`src/rtl/divider.sv`:
```
// Divides I_CLK by DIV_N into a registered square wave O_CLK.
// Optional DIVIDER_TICK_EN adds O_TICK, a one-cycle pulse coinciding with each O_CLK rise.
module divider #(
  parameter int DIV_N = 20,
  parameter int CNT_W = $clog2(DIV_N)
) (
  input  logic I_CLK,
  input  logic rst,
  output logic O_CLK
`ifdef DIVIDER_TICK_EN
  ,
  output logic O_TICK
`endif
);

  generate
    if (DIV_N < 2) begin : g_bad_ratio
      $error("divider: DIV_N must be at least 2");
    end
  endgenerate

  // Low phase is the shorter half, so odd ratios stretch the high phase by one cycle.
  localparam logic [CNT_W-1:0] CNT_MAX = CNT_W'(DIV_N - 1);
  localparam logic [CNT_W-1:0] LOW_LEN = CNT_W'(DIV_N / 2);

  logic [CNT_W-1:0] cnt_q, cnt_d;
  logic             clk_q, clk_d;

  always_comb begin
    cnt_d = (cnt_q == CNT_MAX) ? '0 : cnt_q + CNT_W'(1);
    clk_d = (cnt_d >= LOW_LEN);
  end

  always_ff @(posedge I_CLK) begin
    if (rst) begin
      cnt_q <= '0;
      clk_q <= 1'b0;
    end else begin
      cnt_q <= cnt_d;
      clk_q <= clk_d;
    end
  end

  assign O_CLK = clk_q;

`ifdef DIVIDER_TICK_EN
  logic tick_q;

  always_ff @(posedge I_CLK) begin
    if (rst) tick_q <= 1'b0;
    else     tick_q <= (cnt_d == LOW_LEN);
  end

  assign O_TICK = tick_q;
`endif

endmodule

```
`config.mk`:
```
export PLATFORM = sky130hd
export DESIGN_NAME = divider
export DESIGN_NICKNAME = d
export VERILOG_FILES = /design/src/rtl/divider.sv
export SDC_FILE = /design/constraint.sdc
export NUM_CORES = 1
export LEC_CHECK = 0
export CORE_AREA = 2 2 39 41
export CTS_CLUSTER_SIZE = 14
export DETAILED_ROUTE_END_ITERATION = 10
export DIE_AREA = 0 0 41 43
export MAX_ROUTING_LAYER = met4
export SLEW_MARGIN = 0
export SYNTH_ARGS = -nofsm -noshare
export SYNTH_HDL_FRONTEND = slang
export SYNTH_SLANG_ARGS = --single-unit
```
`constraint.sdc`:
```
create_clock -name I_CLK -period 1.6 [get_ports I_CLK]
set_clock_uncertainty 0.15 [all_clocks]
set_input_delay 0.48 -clock I_CLK [delete_from_list [all_inputs] [get_ports I_CLK]]
set_output_delay 0.48 -clock I_CLK [all_outputs]
set_load 0.02 [all_outputs]
```
Word level (Yosys, flattened, before mapping) --
Cells that the tools add are included.
Cells by class: $add $sub $neg 1, magnitude comparators 1, eq/ne operators 1, muxes and demuxes 1
Operators by type and width (number):
- adder 5 x 1 -> 5 bit, second input constant | 1
- == test 5 bit, second input constant | 1
- >= comparator 5 x 4 -> 1 bit, second input constant | 1
- two-way mux 5 bit | 1
Word-level totals: register bits after elaboration 6, output and inout bits 1, logic and storage cells 6

Depth between registers and ports, before layout --
Gate-level depths: netlist of run 1.
depth after elaboration 3, gate-level depth with buffers 4

Least setup slack after synthesis of run 1 --
OpenSTA, ideal clock, no wires.
kind flip-flop to flip-flop, from reg cnt_q[0], to reg clk_q, in the netlist O_CLK, arrival 1100 ps, setup slack 218 ps, cell stages (with the launch flop) 5, path buffers 0, period minus slack after synthesis 1382 ps, path through dfxtp_1 ha_1 nor4bb_4 o21bai_1 o211ai_1
On the way: cells in the longest elaborated chain, start to end 3, elaborated cells between the ends (all ways) 4
Ends and longest elaborated chain:
- start: declaration | RTL line 26 | logic [CNT_W-1:0] cnt_q, cnt_d;
- start signal: assignment | RTL line 39 | cnt_q <= cnt_d;
- adder 5 x 1 -> 5 bit / == test 5 bit (equally long branches) | RTL line 30 | cnt_d = (cnt_q == CNT_MAX) ? '0 : cnt_q + CNT_W'(1);
- two-way mux 5 bit * | RTL line 30
- >= comparator 5 x 4 -> 1 bit * | RTL line 31 | clk_d = (cnt_d >= LOW_LEN);
- end signal: assignment | RTL line 40 | clk_q <= clk_d;
- end: declaration | RTL line 27 | logic clk_q, clk_d;
Mark *: on every way between the ends. The rest lies on a longest branch, timed or not. A chain may end at the register's enable or synchronous reset.

Worst setup path in the final report of run 1 --
from reg clk_q, in the netlist O_CLK, to out O_CLK
RTL lines:
- end: declaration | RTL line 9 | output logic O_CLK
No word-level cell between the ends.

==> results of run 1 <==
==> cells in the final DEF, fill, tap and decap left out <==
master / n
a21oi_1: 1
and2b_2: 1
or2b_2: 1
buf_4: 3
ha_1: 1
clkbuf_4: 3
nand3_1: 1
o21bai_1: 1
dlygate4sd2_1: 1
mux2i_1: 1
nor3_1: 1
and3b_2: 1
dfxtp_1: 6
clkdlybuf4s50_1: 1
xor2_1: 1
nor3b_1: 1
inv_1: 2
nor2b_1: 2
a211o_1: 1
nand2_1: 1
nand2b_1: 1
o211ai_1: 1
nor2_1: 1
nor4bb_4: 1
o21ai_0: 2
==> power groups by stage <==
| stage | registers, W | logic, W | clock network (W) |
|---|---|---|---|
| floorplan | 0.000165 | 0.0000196 | 0 |
| global placement | 0.000166 | 0.0000326 | 0 |
| detailed placement | 0.000166 | 0.0000331 | 0 |
| CTS | 0.000163 | 0.0000331 | 0.000147 |
| global route | 0.000164 | 0.0000382 | 0.000156 |
| finish | 0.000164 | 0.0000324 | 0.000136 |
==> registers in the layout, summed over array words and instances (netlist names) <==
| name | count |
|---|---|
| cnt_q | 5 |
| O_CLK | 1 |
==> repair_timing <==
action                                  CTS  global route
setup buffers                             0             0
endpoints found under the setup margin    1             0
resized for setup                         1             0
==> per-layer routing <==
layer / global-route usage, % / routed length, µm / vias to the layer above
met2: 8.750 / 219 / 1
met5: - / 0 / -
li1: - / - / 119
met4: 10.00 / 6 / 0
met1: 9.091 / 234 / 98
met3: 3.141 / 8 / 2
==> how the worst max path moves through the flow <==
stage | startpoint | end | slack [ns] | cells past startpoint
finish | O_CLK$_SDFF_PP0_ | O_CLK | 0.12 | 1
CTS | O_CLK$_SDFF_PP0_ | O_CLK | 0.1 | 1
global placement | rst | O_CLK$_SDFF_PP0_ | -0.07 | 4
global route | cnt_q[0]$_SDFF_PP0_ | O_CLK$_SDFF_PP0_ | 0.03 | 4
detailed placement | rst | O_CLK$_SDFF_PP0_ | -0.07 | 4
floorplan | cnt_q[0]$_SDFF_PP0_ | O_CLK$_SDFF_PP0_ | 0.22 | 4
==> cells by family after synthesis <==
kind of cell / Yosys count / synth area share, %
compound gates: 6 / 13.19
mux: 1 / 3.404
xor+xnor: 1 / 2.979
flops: 6 / 40.85
buf+inv: 2 / 2.554
simple gates: 12 / 32.76
fa+ha+maj: 1 / 4.255
==> cells in the mapped netlist, drive strengths merged <==
cell / number
o211ai: 1
xor2: 1
nand3: 1
a211o: 1
nand2b: 1
ha: 1
a21oi: 1
or2b: 1
nor2: 1
nand2: 1
o21bai: 1
nor3b: 1
and3b: 1
mux2i: 1
nor4bb: 1
o21ai: 2
dfxtp: 6
nor3: 1
and2b: 1
inv: 2
nor2b: 2
==> stage by stage <==
| step | cell area [µm²] | setup slack [ns] | TNS [ns] | cells | hold slack, ns |
|---|---|---|---|---|---|
| after floorplan | 294.0 | 0.2179 | 0 | 29 | 0.2776 |
| after global placement | 356.6 | -0.07019 | -0.07019 | 50 | 0.2990 |
| after detailed placement | 356.6 | -0.07455 | -0.07455 | 50 | 0.3019 |
| after CTS | 377.9 | 0.09869 | 0 | 53 | 0.3097 |
| after global routing | 377.9 | 0.03382 | 0 | 53 | 0.3373 |
| final | 377.9 | 0.1166 | 0 | 53 | 0.3072 |
==> area by class of cell <==
class | count | area share [%]
multi-input combinational | 21 | 44.04
timing repair buffer | 5 | 10.93
clock buffer | 3 | 5.960
inverter | 2 | 1.987
sequential | 6 | 31.79
tap | 16 | 5.298
==> run summary, run 1 <==
3 I/O pins were placed. Summing internal, switching and leakage power gives 0.0003320 W. The worst register-to-register path begins at cnt_q[0]$_SDFF_PP0_. The area fraction of the dominant cell type after synthesis works out to 40.85%. The sequential cell area fraction in the yosys report was 40.85%.

Nature of the critical path endpoint: an output pin. In this run, distinct cell masters in the synthesized netlist total 21. The count of warnings emitted by yosys was 0; the relative area change from synthesis to final layout was 28.51%. Measured in cells, the most critical reg-to-reg path has a length of 4.

Initial standard-cell utilization of the core: 21.25%. Cell depth of the worst hold path: 1. The run gives 372.5 µm as the half-perimeter wire length of the detailed placement result.

TritonCTS built the clock tree. STA puts the critical path data arrival time at 0.85 ns. The area occupied by multi-input gates is 166.4 µm², and the final routed DRC violation total is 0. Synthesis produced 29 cells. The initial antenna violation count is 0, and the maximum clock insertion buffer count is 2.

The post-route netlist has 27.03% of its cells at a drive strength greater than 1. The internal portion of the total power is 0.0002610 W. Once layout is complete, the utilization of the core stands at 27.31%. The level count of the clock H-tree was 1.

The run gives 0.6741 GHz as the fmax. The synthesized area per cell works out to 10.14 µm². After synthesis, the cell types taking the most area are dfxtp_1 41%, nor4bb_4 8.5%, ha_1 4.3%, nor2b_1 4.3%, and3b_2 3.4%.

The synthesized flop and latch total is 6, and the tightest slew margin relative to the limit is 78.92%. The worst min-delay path startpoint was cnt_q[0]$_SDFF_PP0_. The tools report the number of max-slew violations in the final report as 0. Fill cells in the final layout number 153.

The worst-case hold path end point was cnt_q[0]$_SDFF_PP0_. Summed over all nets, the switching power comes to 0.00007096 W. Summed over all cells, the static leakage comes to 0.1711 nW.

Registers take 120.1 µm². The DRC violation total after the first TritonRoute iteration is 0. The height of the die was 43 µm; the placer's final routability congestion estimate was 0.6911. The run gives 468 µm as the total detailed-routing wirelength. The core box area was 1384 µm². 0 antenna diodes ended up in the layout.

The via count of the first global-routing pass is 211, and the time the worst path needs with I/O delays and setup is 1.483 ns. The count of nets after finishing was 42. The tools report the total nets after synthesis as 32. The worst setup path is launched from a flip-flop.

The count of port buffers added during placement was 2. The cell area that synthesis handed to floorplanning was 294.0 µm². The stage delay of the slowest cell on the critical path was 0.32 ns; the required time at the endpoint of the critical path was 0.97 ns. After layout, the worst path uses 92.71% of the clock period. In this run the clock root is driven by a clkbuf_4.

The clock network is responsible for 41.0% of the overall power. From left edge to right edge, the die measures 41 µm. The run gives 1 as the total iterations of the first detailed-routing run. Setup violations remaining at the end of the flow were counted as 0. The run finished with clean final reports. The count of final hold-check violations is 0, and the maximum VDD drop is 0.0004003 V. The tightest min-delay check is of the reg2reg type. Counting every sink on the clock net gives 6. The slew at the pin with the worst max-slew slack works out to 0.3158 ns. The combinational fraction of design power is 9.8%. The first global-routing pass estimated 807 µm of wire. The run gives 0 as the number of maximum-capacitance violations.

The count of buffer and inverter cells on the critical path came out at 1. For this design the ratio of total power to cell area is 878.5 nW/µm². The maximum fanout along the worst path works out to 1. The number of buffers inserted for hold repair after clock tree synthesis is 0, and the number of antenna-violating nets in the routed design is 0. The overall routing resource usage was 7.946%; the CTS buffer count was 3.

The setup check on the worst reg-to-reg path leaves a slack of 0.15 ns. In the routed layout, each cell is associated on average with a via count of 4.151. The endpoint identified for the worst register-to-register timing path is O_CLK$_SDFF_PP0_.

After floorplanning, the core was divided into 14 placement rows. Clock latency on the worst-skew pair, taken at its later pin, is 0.24 ns. Summed over all instances, the cell type with the most area after synthesis is dfxtp_1.

Dividing the detail-routed wire length by the instance count gives 8.830 µm. Setup repair after global routing left no endpoint under its margin. The kind of cell with the highest combined delay along the critical path is buffers and inverters.

In this run, flip-flops and latches consume 49.3% of the power. Area of the die: 1763 µm². The critical setup path kind was reg2out. For the pin count of the biggest net entering global routing, the log shows 9.

The net switching share of the total power was 21.38%; the sum of overflow across all layers after global routing was 0. Walking the worst path, the cells encountered are dlygate4sd2_1. The largest individual stage delay along the critical path comes from the cell dlygate4sd2_1. The final route contains 220 vias. Clock-pin slew was measured on the worst setup and hold paths at 0.04 ns.
No activity file was read; power rests on OpenSTA's default activity.
==> run 2: changes to the inputs <==
- RECOVER_POWER: not set -> 50
==> results of run 2 <==
The final DEF is identical to that of run 1; final timing and power are the same.
==> run 3: changes to the inputs <==
- CTS_CLUSTER_DIAMETER: not set -> 100
- clock period: 1.6 -> 1.27 ns (I/O delays scaled with it)
==> run summary, run 3 (synthesis results as in run 1) <==
Dividing the detail-routed wire length by the instance count gives 9.519 µm. Data on the critical path arrives at its endpoint at 1.27 ns. Before antenna repair, the detailed router went through 2 iterations. The run gives 0.1750 nW as the static leakage power. The die covers 1763 µm².

For this run the aggregate overflow at the end of global routing stands at 0. The congestion estimate from routability-driven global placement came to 0.7343. The level count of the clock H-tree is 1, and the height of the die is 43 µm.

The clock-pin slew of the registers on the worst-case setup and hold paths came out at 0.04 ns. The count of final hold-check violations is 0, and the half-perimeter wire length of the detailed placement result is 389.6 µm. Register bank with the most flops: cnt_q. Compared with the post-synthesis result, the final layout area differs by 39.15%. In the final layout, the share of cells above drive strength 1 is 50.00%.

The number of antenna diodes in the final layout is 0. In this run the remaining antenna-violating nets after routing total 0. Entering global routing, the biggest net connects 9 pins. Most common cell after layout, fill and taps aside: buf_4. The clock net in this run drives a total of 6 sinks.

The via count of the first global-routing pass was 240; the final critical-path share of the clock period was 98.21%. STA classifies the critical path endpoint as a flip-flop. For the number of buffers inserted for hold repair after clock tree synthesis, the log shows 0.

The clock reaches the later pin of the worst-skew pair after 0.24 ns. The flow ran to the end, and the final reports show no timing, DRC or antenna violations. Using the TritonRoute via totals, the vias-per-cell ratio works out to 4.204.

For the I/O pin total, the log shows 3. The placement row count was 14; the core box area was 1384 µm². For the overall routing resource usage, the log shows 8.333%. Once the clock tree was built, the setup fixing pass inserted 0 buffers.

For the final routed DRC violation total, the log shows 0. Setup repair after global routing could not meet its margin everywhere. Across the run, the number of max-cap violations was 0. Counting I/O delays and the setup requirement, the final critical path takes 1.247 ns.

TritonCTS built the clock tree. Path category of the worst min-delay check: reg2reg. After detailed placement, the total cell area comes to 377.9 µm².

Timing would allow up to 0.8018 GHz. The global-route wire length before repair came out at 924 µm. The finished cells cover 409.1 µm².

The number of max-slew violations in the final report is 0. The detailed router placed 227 vias in this run. Leaving out fill and tap cells, the most frequent cells in the layout are 5 x buf_4, 3 x dfxtp_1, 3 x clkbuf_4, 3 x dfxtp_2, 2 x inv_1. The clock tree root driver cell was clkbuf_4. STA classifies the critical path startpoint as a flip-flop.

For the pin with the worst max-slew slack, the measured transition is 0.2253 ns. The overall die width came out at 41 µm. At the worst endpoint, the required time is 1.29 ns. The count of final setup violators came out at 0. In this run the tool buffered the top-level ports with 2 buffer cells.

The final layout contains routed wiring with a total length of 514 µm. The critical path is of the reg2reg type. Headroom to the max-slew limit came out at 84.96%.

For this run, the post-layout net count is 43. The DRC violation total after the first TritonRoute iteration is 6, and the cell area power density is 1058 nW/µm². The maximum fanout along the worst path is 4.

The initial utilization of the core area, before any placement, comes to 21.25%. The number of flip-flops in the largest register was 5; the initial antenna violation count was 0. Maximum clock insertion buffer count: 2. The worst-case IR drop observed on VDD is 0.0004370 V. CTS buffer count: 3. Adding up every negative setup slack in the final design gives 0 ns.
run 3: cell types whose count changed in the layout (fill, tap and decap cells not counted):
cell / change
a21oi_1: -1
a21oi_2: +1
buf_4: +2
clkdlybuf4s50_1: -1
dfxtp_1: -3
dfxtp_2: +3
ha_1: -1
ha_4: +1
nor2b_1: -1
nor2b_2: +1
o21ai_0: -2
o21ai_1: +1
o21ai_2: +1
run 3: area by class of cell:
cell class / instances / area, µm²
multi-input cells: 21 / 188.9
inverters: 2 / 7.507
fillers: 144 / 974.7
clock buffers: 3 / 22.52
repair buffers: 6 / 46.29
flip-flops and latches: 6 / 123.9
well taps: 16 / 20.02
run 3: routing by layer:
layer  global-route usage (%)  part of all wire (%)  routed length [µm]
met5                        -                     0                   0
met4                    8.000                   1.2                   6
met3                    3.141                   4.7                  24
met2                    9.688                    39                 203
met1                    10.29                    54                 280
run 3: worst paths after layout:
| path | end | slack [ns] | cells after the start | from |
|---|---|---|---|---|
| max | cnt_q[2]$_SDFF_PP0_ | 0.02 | 4 | cnt_q[1]$_SDFF_PP0_ |
| min | cnt_q[0]$_SDFF_PP0_ | 0.38 | 2 | cnt_q[0]$_SDFF_PP0_ |
| max reg2reg | cnt_q[2]$_SDFF_PP0_ | 0.02 | 4 | cnt_q[1]$_SDFF_PP0_ |
| min reg2reg | cnt_q[0]$_SDFF_PP0_ | 0.38 | 2 | cnt_q[0]$_SDFF_PP0_ |
run 3: power by group:
group / total [W] / switching (W) / internal (W)
Combinational: 0.0000484 / 0.0000186 / 0.0000297
Sequential: 0.000210 / 0.0000106 / 0.000199
Clock: 0.000175 / 0.0000679 / 0.000107
Total: 0.000433 / 0.0000972 / 0.000336
run 3: critical path, cell delays in order (launching register included):
cell     delay (ns)
dfxtp_2        0.33
ha_4           0.17
buf_4          0.13
or2b_2         0.29
a21oi_2        0.12
run 3: what timing repair did:
action | 4_1_cts | 5_1_grt
pin swaps | 0 | 1
setup endpoints to repair | 3 | 3
resized for setup | 8 | 5
run 3: per-stage QoR:
| stage | instances | total power, W | setup WS (ns) | util (%) | hold WS [ns] |
|---|---|---|---|---|---|
| 5_1_grt | 54 | 0.0004636 | -0.003554 | 29.57 | 0.3984 |
| 4_1_cts | 54 | 0.0004422 | 0.004434 | 28.84 | 0.3771 |
| 6_report | 54 | 0.0004329 | 0.02274 | 29.57 | 0.3813 |
| 2_1_floorplan | 29 | 0.0002390 | 0.03866 | - | 0.2754 |
| 3_5_place_dp | 51 | 0.0002589 | -0.3193 | 27.31 | 0.3779 |
| 3_3_place_gp | 51 | 0.0002589 | -0.3514 | 27.31 | 0.3730 |
